==> src/rtl/audio_pkg.sv <==
// audio_pkg: shared frame geometry and sample types
// for the Pocket I2S audio path.
package audio_pkg;

  localparam int I2S_FRAME_CYCLES = 256;
  localparam int I2S_BIT_CYCLES   = 4;
  localparam int I2S_SLOT_BITS    = 32;

  typedef struct packed {
    logic signed [15:0] l;
    logic signed [15:0] r;
  } stereo_sample_t;

endpackage

==> src/rtl/sample_fifo2.sv <==
// sample_fifo2: two-entry synchronous FIFO with
// simultaneous push and pop.
module sample_fifo2
  import audio_pkg::*;
#(
  parameter int W = 32
) (
  input  logic         clk,
  input  logic         reset,
  input  logic         push,
  input  logic [W-1:0] push_data,
  input  logic         pop,
  output logic [W-1:0] pop_data,
  output logic         full,
  output logic         empty
);

  logic [W-1:0] mem [2];
  logic         wr_ptr;
  logic         rd_ptr;
  logic [1:0]   count;
  logic         do_push;
  logic         do_pop;

  assign full     = count == 2'd2;
  assign empty    = count == 2'd0;
  assign do_push  = push && !full;
  assign do_pop   = pop && !empty;
  assign pop_data = mem[rd_ptr];

  // Pointers and occupancy; push+pop keeps count.
  always_ff @(posedge clk or posedge reset) begin
    if (reset) begin
      wr_ptr <= 1'b0;
      rd_ptr <= 1'b0;
      count  <= 2'd0;
    end else begin
      if (do_push) wr_ptr <= !wr_ptr;
      if (do_pop)  rd_ptr <= !rd_ptr;
      count <= count + 2'(do_push)
                     - 2'(do_pop);
    end
  end

  // Entry storage, cleared so stale pairs never leak.
  always_ff @(posedge clk or posedge reset) begin
    if (reset) begin
      mem[0] <= '0;
      mem[1] <= '0;
    end else if (do_push) begin
      mem[wr_ptr] <= push_data;
    end
  end

endmodule

==> src/rtl/audio_i2s_tx.sv <==
// audio_i2s_tx: 48 kHz I2S transmitter from 12.288 MHz.
// Option AUDIO_I2S_TX_UNDERRUN_COUNT_EN adds underrun counter.
module audio_i2s_tx
  import audio_pkg::*;
#(
  parameter int SAMPLE_WIDTH     = 16,
  parameter bit HOLD_ON_UNDERRUN = 1'b1
) (
  input  logic                    clk,
  input  logic                    reset,
  input  logic [SAMPLE_WIDTH-1:0] sample_l,
  input  logic [SAMPLE_WIDTH-1:0] sample_r,
  input  logic                    sample_valid,
  output logic                    sample_ready,
  input  logic                    mute,
  output logic                    frame_start,
  output logic                    underrun,
  output logic [15:0]             underrun_count,
  output logic                    sclk,
  output logic                    lrck,
  output logic                    dac
);

  localparam int SW  = SAMPLE_WIDTH;
  localparam int CW  = $clog2(I2S_FRAME_CYCLES);
  localparam int PAD = I2S_SLOT_BITS - 1 - SW;

  logic [CW-1:0]            frame_cnt;
  logic                     load;
  logic                     fifo_full;
  logic                     fifo_empty;
  logic [2*SW-1:0]          head;
  logic [SW-1:0]            cur_l;
  logic [SW-1:0]            cur_r;
  logic                     mute_q;
  logic [SW-1:0]            word;
  logic [I2S_SLOT_BITS-1:0] slot;
  logic [4:0]               bit_idx;
  logic                     dac_bit;

  assign load         = frame_cnt == CW'(I2S_FRAME_CYCLES - 1);
  assign sample_ready = !fifo_full;

  sample_fifo2 #(
    .W (2 * SW)
  ) u_fifo (
    .clk       (clk),
    .reset     (reset),
    .push      (sample_valid),
    .push_data ({sample_l, sample_r}),
    .pop       (load),
    .pop_data  (head),
    .full      (fifo_full),
    .empty     (fifo_empty)
  );

  // Slot bit 0 is the I2S delay bit; sample MSB
  // follows, then zero padding to 32 bits.
  assign bit_idx = frame_cnt[6:2];
  assign word    = frame_cnt[7] ? cur_r : cur_l;
  assign slot    = I2S_SLOT_BITS'(word) << PAD;
  assign dac_bit = slot[~bit_idx];

  // Free-running frame position.
  always_ff @(posedge clk or posedge reset) begin
    if (reset) frame_cnt <= '0;
    else       frame_cnt <= frame_cnt + 1'b1;
  end

  // Load the next frame (or hold/clear on underrun).
  always_ff @(posedge clk or posedge reset) begin
    if (reset) begin
      cur_l <= '0;
      cur_r <= '0;
    end else if (load) begin
      if (!fifo_empty) begin
        {cur_l, cur_r} <= head;
      end else if (!HOLD_ON_UNDERRUN) begin
        cur_l <= '0;
        cur_r <= '0;
      end
    end
  end

  // Frame pulses; mute only changes on word boundaries.
  always_ff @(posedge clk or posedge reset) begin
    if (reset) begin
      frame_start <= 1'b0;
      underrun    <= 1'b0;
      mute_q      <= 1'b0;
    end else begin
      frame_start <= load;
      underrun    <= load && fifo_empty;
      if (load) mute_q <= mute;
    end
  end

  // Registered serial outputs, one cycle behind count.
  always_ff @(posedge clk or posedge reset) begin
    if (reset) begin
      sclk <= 1'b0;
      lrck <= 1'b0;
      dac  <= 1'b0;
    end else begin
      sclk <= frame_cnt[1];
      lrck <= frame_cnt[7];
      dac  <= dac_bit && !mute_q;
    end
  end

`ifdef AUDIO_I2S_TX_UNDERRUN_COUNT_EN
  logic [15:0] urun_cnt;

  // Saturating underrun count, cleared only by reset.
  always_ff @(posedge clk or posedge reset) begin
    if (reset) begin
      urun_cnt <= '0;
    end else if (underrun && urun_cnt != 16'hFFFF) begin
      urun_cnt <= urun_cnt + 16'd1;
    end
  end

  assign underrun_count = urun_cnt;
`else
  assign underrun_count = '0;
`endif

endmodule

==> config.mk <==
export PLATFORM = sky130hd
export DESIGN_NAME = audio_i2s_tx
export DESIGN_NICKNAME = d
export VERILOG_FILES = /design/src/rtl/audio_pkg.sv /design/src/rtl/sample_fifo2.sv /design/src/rtl/audio_i2s_tx.sv
export SDC_FILE = /design/constraint.sdc
export NUM_CORES = 1
export LEC_CHECK = 0
export CAP_MARGIN = 15
export CELL_PAD_IN_SITES_DETAIL_PLACEMENT = 1
export CELL_PAD_IN_SITES_GLOBAL_PLACEMENT = 2
export CORE_UTILIZATION = 44
export CTS_CLUSTER_DIAMETER = 80
export CTS_CLUSTER_SIZE = 10
export DETAILED_ROUTE_END_ITERATION = 6
export PLACE_DENSITY = 0.86
export SYNTH_ARGS = -nofsm -noshare
export SYNTH_HDL_FRONTEND = slang
export SYNTH_HIERARCHICAL = 1
export SYNTH_SLANG_ARGS = --single-unit
==> constraint.sdc <==
create_clock -name clk -period 5.1 [get_ports clk]
set_clock_uncertainty 0.15 [all_clocks]
set_input_delay 1.02 -clock clk [delete_from_list [all_inputs] [get_ports clk]]
set_output_delay 1.02 -clock clk [all_outputs]
set_load 0.005 [all_outputs]
==> flow_metrics.tcl, run 1 <==
set metrics [dict create \
    violations "DRC" \
    syn_to_final_growth_pct 19.64 \
    finalCritPeriodShare 0.5393 \
    cts_made_buffers 17 \
    io_buffers 41 \
    grt_setup_unrepaired "false" \
    postCtsSetupRepairBufs 0 \
    track_usage 0.1823 \
    initial_utilization 0.4561 \
    rows 39 \
    wl_mm 9.987 \
    n_fill_cell 1098 \
    worst_slew_pin_slew_ns 0.8073 \
    nNetsFinal 429 \
    io_pins 58 \
    grt_pass1_wl_mm 17.08 \
    yosys_warnings 6 \
    clk_latency_ns 0.41 \
    worstPathRequired_ns 5.28 \
    outcome "finished, violations left" \
    path_max_fanout 15 \
    crit_chain "nand3_4, nor3_1, nor2b_1, ha_1, inv_1, ha_1, xnor2_1, xnor2_1" \
    synthCells 345 \
    cts_tree "done" \
    clock_path_buffers 2 \
    ys_seq_elements 114 \
    peakVddDrop_mv 0.2492 \
    first_iter_violations 81 \
    synth_edf_count 0 \
    post-dp-hpwl_mm 6.164 \
    ys.flop_type "dfrtp_1" \
    drive_above_1_share 0.4442 \
    drv_slew 0 \
    powerDensity_nw_per_um2 531.5 \
    yosys-top-cells-count "dfrtp_1 (114), mux2_2 (103), mux2_4 (30)" \
    cts_root_buf "clkbuf_16" \
    multi_input_area_um2 2165 \
    grt_use_met2 0.2938 \
    avgSynthCellArea_um2 15.29 \
    grt_util_met1 0.2318 \
    routabilityCongestion 0.7351 \
    grt.overflow.total 0 \
    endpoint_kind "flip-flop" \
    cpPeakStageDelay_ns 0.86 \
    fmax_mhz 363.6 \
    whs_ns 0.2869 \
    final_cell_count_no_fill 546 \
    finalSetupTns_ns 0 \
    final.min_clock_period_ns 2.750 \
    vias_per_cell 5.165 \
    utilization 0.5457 \
    ant_nets 0 \
    die_width_um 111.5 \
    htreeDepth 4 \
    hold_viol 0 \
    drc_errors 9 \
    post-synth-top-area-fraction 0.5408 \
    grt_pass1_vias 3204 \
    grt_max_degree 47 \
    regArea_um2 2853 \
    worstSetupStartpointType "flip-flop" \
    power_leakage_nw 2.854 \
    worstPathArrival_ns 2.93 \
    path_clk_slew_ns 0.05 \
    diodes 0 \
    relSlewSlack 0.4618 \
    ys_top_cells_by_area "dfrtp_1 (54%), mux2_2 (22%), mux2_4 (8.5%)" \
    critPathKind "reg -> reg" \
    cts_sinks 114 \
    antenna_found_initial 0 \
    hp-class "reg -> reg" \
    wl_per_cell_um 18.29 \
    yosysMostFrequentCell "dfrtp_1" \
    grt-busiest-layer "met2" \
    yosysUniqueCellTypes 36 \
    cts_resized 0 \
    synth_top_area_cell "dfrtp_1" \
    die_h_um 111.5 \
    slowest_stage "dfrtp_1" \
    hold_buffers 0 \
    die_area_um2 12430 \
    via_count 2820 \
    synth-async-reset-ratio 1.000 \
    netlist_area_um2 5275 \
    dp.cells 514 \
    drt_pass1_iterations 6 \
    yosysSeqAreaShare 0.5408 \
    ff2ff_setup_slack_ns 2.35 \
    core_area_um2 11560 \
    finalSetupViolCount 0 \
    use_met3 0.05770 \
    maxCapViolCount 0 \
]
layout make-up:
class / count / share of cell area
Clock buffer: 19 / 0.07177
Clock inverter: 13 / 0.02914
Inverter: 8 / 0.004758
Multi-Input combinational cell: 203 / 0.3430
Sequential cell: 114 / 0.4520
Tap cell: 143 / 0.02835
Timing Repair Buffer: 46 / 0.07098
placed cells by master (no fill, tap or decap), drive strengths merged:
cell,instances
clkinv,4
and3,3
o31ai,1
nand3b,2
o2111ai,1
xor2,4
inv,7
buf,5
nor2b,1
nor4b,1
nor4,1
nand2b,3
mux2,135
and2,1
nor2,5
o221ai,2
xnor2,6
nand3,3
clkdlybuf4s50,41
nand2,4
clkinvlp,6
bufinv,4
mux2i,1
clkbuf,19
o22ai,1
nand4,1
mux4,5
o21ai,1
conb,16
nor3,1
ha,3
dfrtp,114
a31oi,1
routing by layer:
metal / wire length (µm) / share of wire / vias to the layer above
met5: 0 / 0 / -
met4: 97 / 0.0097 / 0
met3: 336 / 0.034 / 11
met2: 4985 / 0.50 / 43
met1: 4567 / 0.46 / 1484
li1: - / - / 1282
metrics by stage:
step                worst slack, ns  cell area, µm²  power (mW)
detailed placement            2.178            5674       2.107
CTS                           2.276            6311       3.393
global placement              2.226            5674       2.057
floorplan                     2.218            5331       1.946
finish                        2.350            6311       3.354
global route                  2.163            6311       3.526
logic make-up after synthesis:
family	after synthesis	share of synthesized area
mux	141	0.3328
flops	114	0.5408
buf+inv	43	0.05953
simple gates	26	0.03273
xor+xnor	10	0.01660
compound gates	7	0.009727
fa+ha+maj	3	0.007117
other cells	1	0.0007109
where the power goes:
group | internal, mW | total [mW] | switching (mW)
logic | 0.498 | 0.762 | 0.264
registers | 1.18 | 1.33 | 0.147
clock network | 0.841 | 1.26 | 0.422
flip-flops by register name (all words and copies together), names as in the netlist, 2 cells and up:
signal	count
frame_cnt	8
u_fifo/count	2
cur_l	16
u_fifo/mem	64
cur_r	16
critical path, delay by kind of cell (launching register included):
| kind | cells | cell delay [ns] |
|---|---|---|
| AND/OR/NAND/NOR | 3 | 0.89 |
| flip-flops | 1 | 0.86 |
| adder cells (fa/ha/maj) | 2 | 0.42 |
| XOR/XNOR | 2 | 0.28 |
| buffers and inverters | 1 | 0.06 |
path summary, 6_finish.rpt:
path | startpoint | end | cells past startpoint
setup / recovery | frame_cnt[2] | u_fifo/count[1] | 8
hold / removal | frame_cnt[1] | sclk | 0
setup reg to reg | frame_cnt[2] | u_fifo/count[1] | 8
hold reg to reg | frame_cnt[1] | sclk | 0
max in group asynchronous | reset | u_fifo/mem[52] | 3
min in group asynchronous | reset | u_fifo/mem[7] | 2
Power figures use the tool's default switching activity.
==> run 2, diff against run 1 <==
--- a/config.mk
+++ b/config.mk
@@ -8,11 +8,11 @@
 export CAP_MARGIN = 15
 export CELL_PAD_IN_SITES_DETAIL_PLACEMENT = 1
 export CELL_PAD_IN_SITES_GLOBAL_PLACEMENT = 2
-export CORE_UTILIZATION = 44
+export CORE_UTILIZATION = 41
 export CTS_CLUSTER_DIAMETER = 80
 export CTS_CLUSTER_SIZE = 10
 export DETAILED_ROUTE_END_ITERATION = 6
-export PLACE_DENSITY = 0.86
+export PLACE_DENSITY = 0.81
 export SYNTH_ARGS = -nofsm -noshare
 export SYNTH_HDL_FRONTEND = slang
 export SYNTH_HIERARCHICAL = 1
==> constraint.sdc (replaced) <==
create_clock -name clk -period 2.6 [get_ports clk]
set_clock_uncertainty 0.15 [all_clocks]
set_input_delay 0.52 -clock clk [delete_from_list [all_inputs] [get_ports clk]]
set_output_delay 0.52 -clock clk [all_outputs]
set_load 0.005 [all_outputs]
==> run 2 against run 1 <==
Compared with the run above:
- the run now ends clean
- largest power group unchanged
- first-iteration DRC count down 8.6%
- largest cell class unchanged
- sequential cell count stayed put
- sequential power is 97% higher
- setup slack lost 2.0 ns
- maximum frequency is 22% higher
==> flow_metrics.tcl, run 2 (synthesized netlist as in run 1, its figures left out) <==
set metrics [dict create \
    diodes 0 \
    worstSetupStartpointType "flip-flop" \
    whs_ns 0.2956 \
    final.min_clock_period_ns 2.248 \
    peakVddDrop_mv 0.4947 \
    finalSetupViolCount 0 \
    cts_sinks 114 \
    wl_per_cell_um 17.66 \
    crit_chain "ha_1, nand3_4, nor3_1, nor2b_1, ha_1, inv_1, ha_1, xnor2_1, xnor2_1" \
    clk_latency_ns 0.42 \
    cts_made_buffers 17 \
    grt_pass1_wl_mm 17.15 \
    rows 41 \
    whs_endpoint "sclk" \
    powerDensity_nw_per_um2 981.6 \
    final_cell_count_no_fill 582 \
    largest_register_ffs 64 \
    dp.cells 551 \
    grt.overflow.total 0 \
    postCtsSetupRepairBufs 0 \
    timing.critical_path.buf_inv 1 \
    grt_setup_unrepaired "false" \
    hold_buffers 0 \
    io_buffers 41 \
    ff2ff_setup_slack_ns 0.35 \
    initial_utilization 0.4197 \
    antenna_found_initial 0 \
    vias_per_cell 4.893 \
    slowest_stage "dfrtp_1" \
    first_iter_violations 74 \
    mostFrequentLayoutCells "dfrtp_1 (114), mux2_2 (103), clkdlybuf4s50_1 (41), mux2_4 (30), clkbuf_16 (17)" \
    clock_path_buffers 2 \
    finalSetupTns_ns 0 \
    nNetsFinal 437 \
    cts_root_buf "clkbuf_16" \
    routabilityCongestion 0.7488 \
    die_area_um2 13320 \
    endpoint_kind "flip-flop" \
    fin_area_um2 6360 \
    path_clk_slew_ns 0.05 \
    reg_top3 "u_fifo/mem x64, cur_l x16, cur_r x16" \
    die_h_um 115.4 \
    grt_pass1_vias 3177 \
    regMostFlops "u_fifo/mem" \
    placed_area_um2 5833 \
    r2r-start "frame_cnt[1]" \
    worstPathArrival_ns 2.43 \
    cpPeakStageDelay_ns 0.39 \
    htreeDepth 4 \
    critPathMostFrequentCell "ha_1" \
    drc_errors 0 \
    grt_max_degree 69 \
    hp-class "reg -> reg" \
    fmax_mhz 444.8 \
    finalCritPeriodShare 0.8648 \
    worstRegToRegCells 9 \
    hold_path.startpoint "frame_cnt[1]" \
    hold_viol 0 \
    io_pins 58 \
    drt_pass1_iterations 4 \
    via_count 2848 \
    cp_top_family "adder cells" \
    final_common_cell "dfrtp_1" \
    worstReg2RegEnd "u_fifo/count[1]" \
    post-dp-hpwl_mm 6.628 \
    p_total_mw 6.243 \
    cts_resized 0 \
    critPathKind "reg -> reg" \
    holdPathStages 0 \
    core_area_um2 12570 \
    track_usage 0.1764 \
    syn_to_final_growth_pct 20.56 \
    drv_slew 0 \
    path_max_fanout 4 \
    worstPathRequired_ns 2.79 \
    wl_mm 10.28 \
    power_leakage_nw 2.886 \
    cts_tree "done" \
    outcome "complete, no violations" \
    die_width_um 115.4 \
    ant_nets 0 \
    drive_above_1_share 0.4439 \
    maxCapViolCount 0 \
]
[run 2: cell count changes in the layout (fill, tap and decap cells not counted), sizes merged]
| cell | delta |
|---|---|
| buf | +8 |
| inv | +1 |
| bufinv | -4 |
| clkinvlp | -5 |
| clkbuf | +7 |
[run 2: worst max-delay path by stage]
stage                                  to    startpoint  cells after the start
after detailed placement  u_fifo/count[1]  frame_cnt[1]                      9
after global routing      u_fifo/count[1]  frame_cnt[1]                      9
after floorplan           u_fifo/count[0]         reset                      1
final                     u_fifo/count[1]  frame_cnt[1]                      9
after CTS                 u_fifo/count[1]  frame_cnt[1]                      9
after global placement      u_fifo/mem[6]  sample_valid                      4
[run 2: power breakdown]
group	leakage [nW]	switching, mW	total, mW	internal [mW]
registers	1.43	0.296	2.62	2.32
logic	1.20	0.538	1.56	1.02
clock network	0.260	0.765	2.07	1.30
[run 2: layout make-up]
type                       instances  area, µm²
clock buffer                      26      499.2
clock inverter                     5      27.53
fill                            1232       6208
inverter                           8      30.03
multi-input combinational        203       2165
sequential                       114       2853
tap                              172      215.2
timing repair buffer              54      570.5
[run 2: worst register-to-register path: cells and delay by family (launching register included)]
family / cells / cell delay, ns
adder cells (fa/ha/maj): 3 / 0.67
AND/OR/NAND/NOR: 3 / 0.64
flip-flops: 1 / 0.39
XOR/XNOR: 2 / 0.26
buffers and inverters: 1 / 0.06
[run 2: stage by stage]
stage / worst slack [ns] / utilization
floorplan: 0.2185 / -
global placement: 0.3825 / 0.4641
detailed placement: 0.3483 / 0.4641
CTS: 0.2938 / 0.5060
global route: 0.1738 / 0.5060
finish: 0.3516 / 0.5060
[run 2: metal layers]
layer	up-vias	share of wire	track usage
met5	-	0	0
met4	0	0.020	0.08398
met3	16	0.028	0.04707
met2	54	0.50	0.2826
met1	1487	0.45	0.2228
li1	1291	-	-
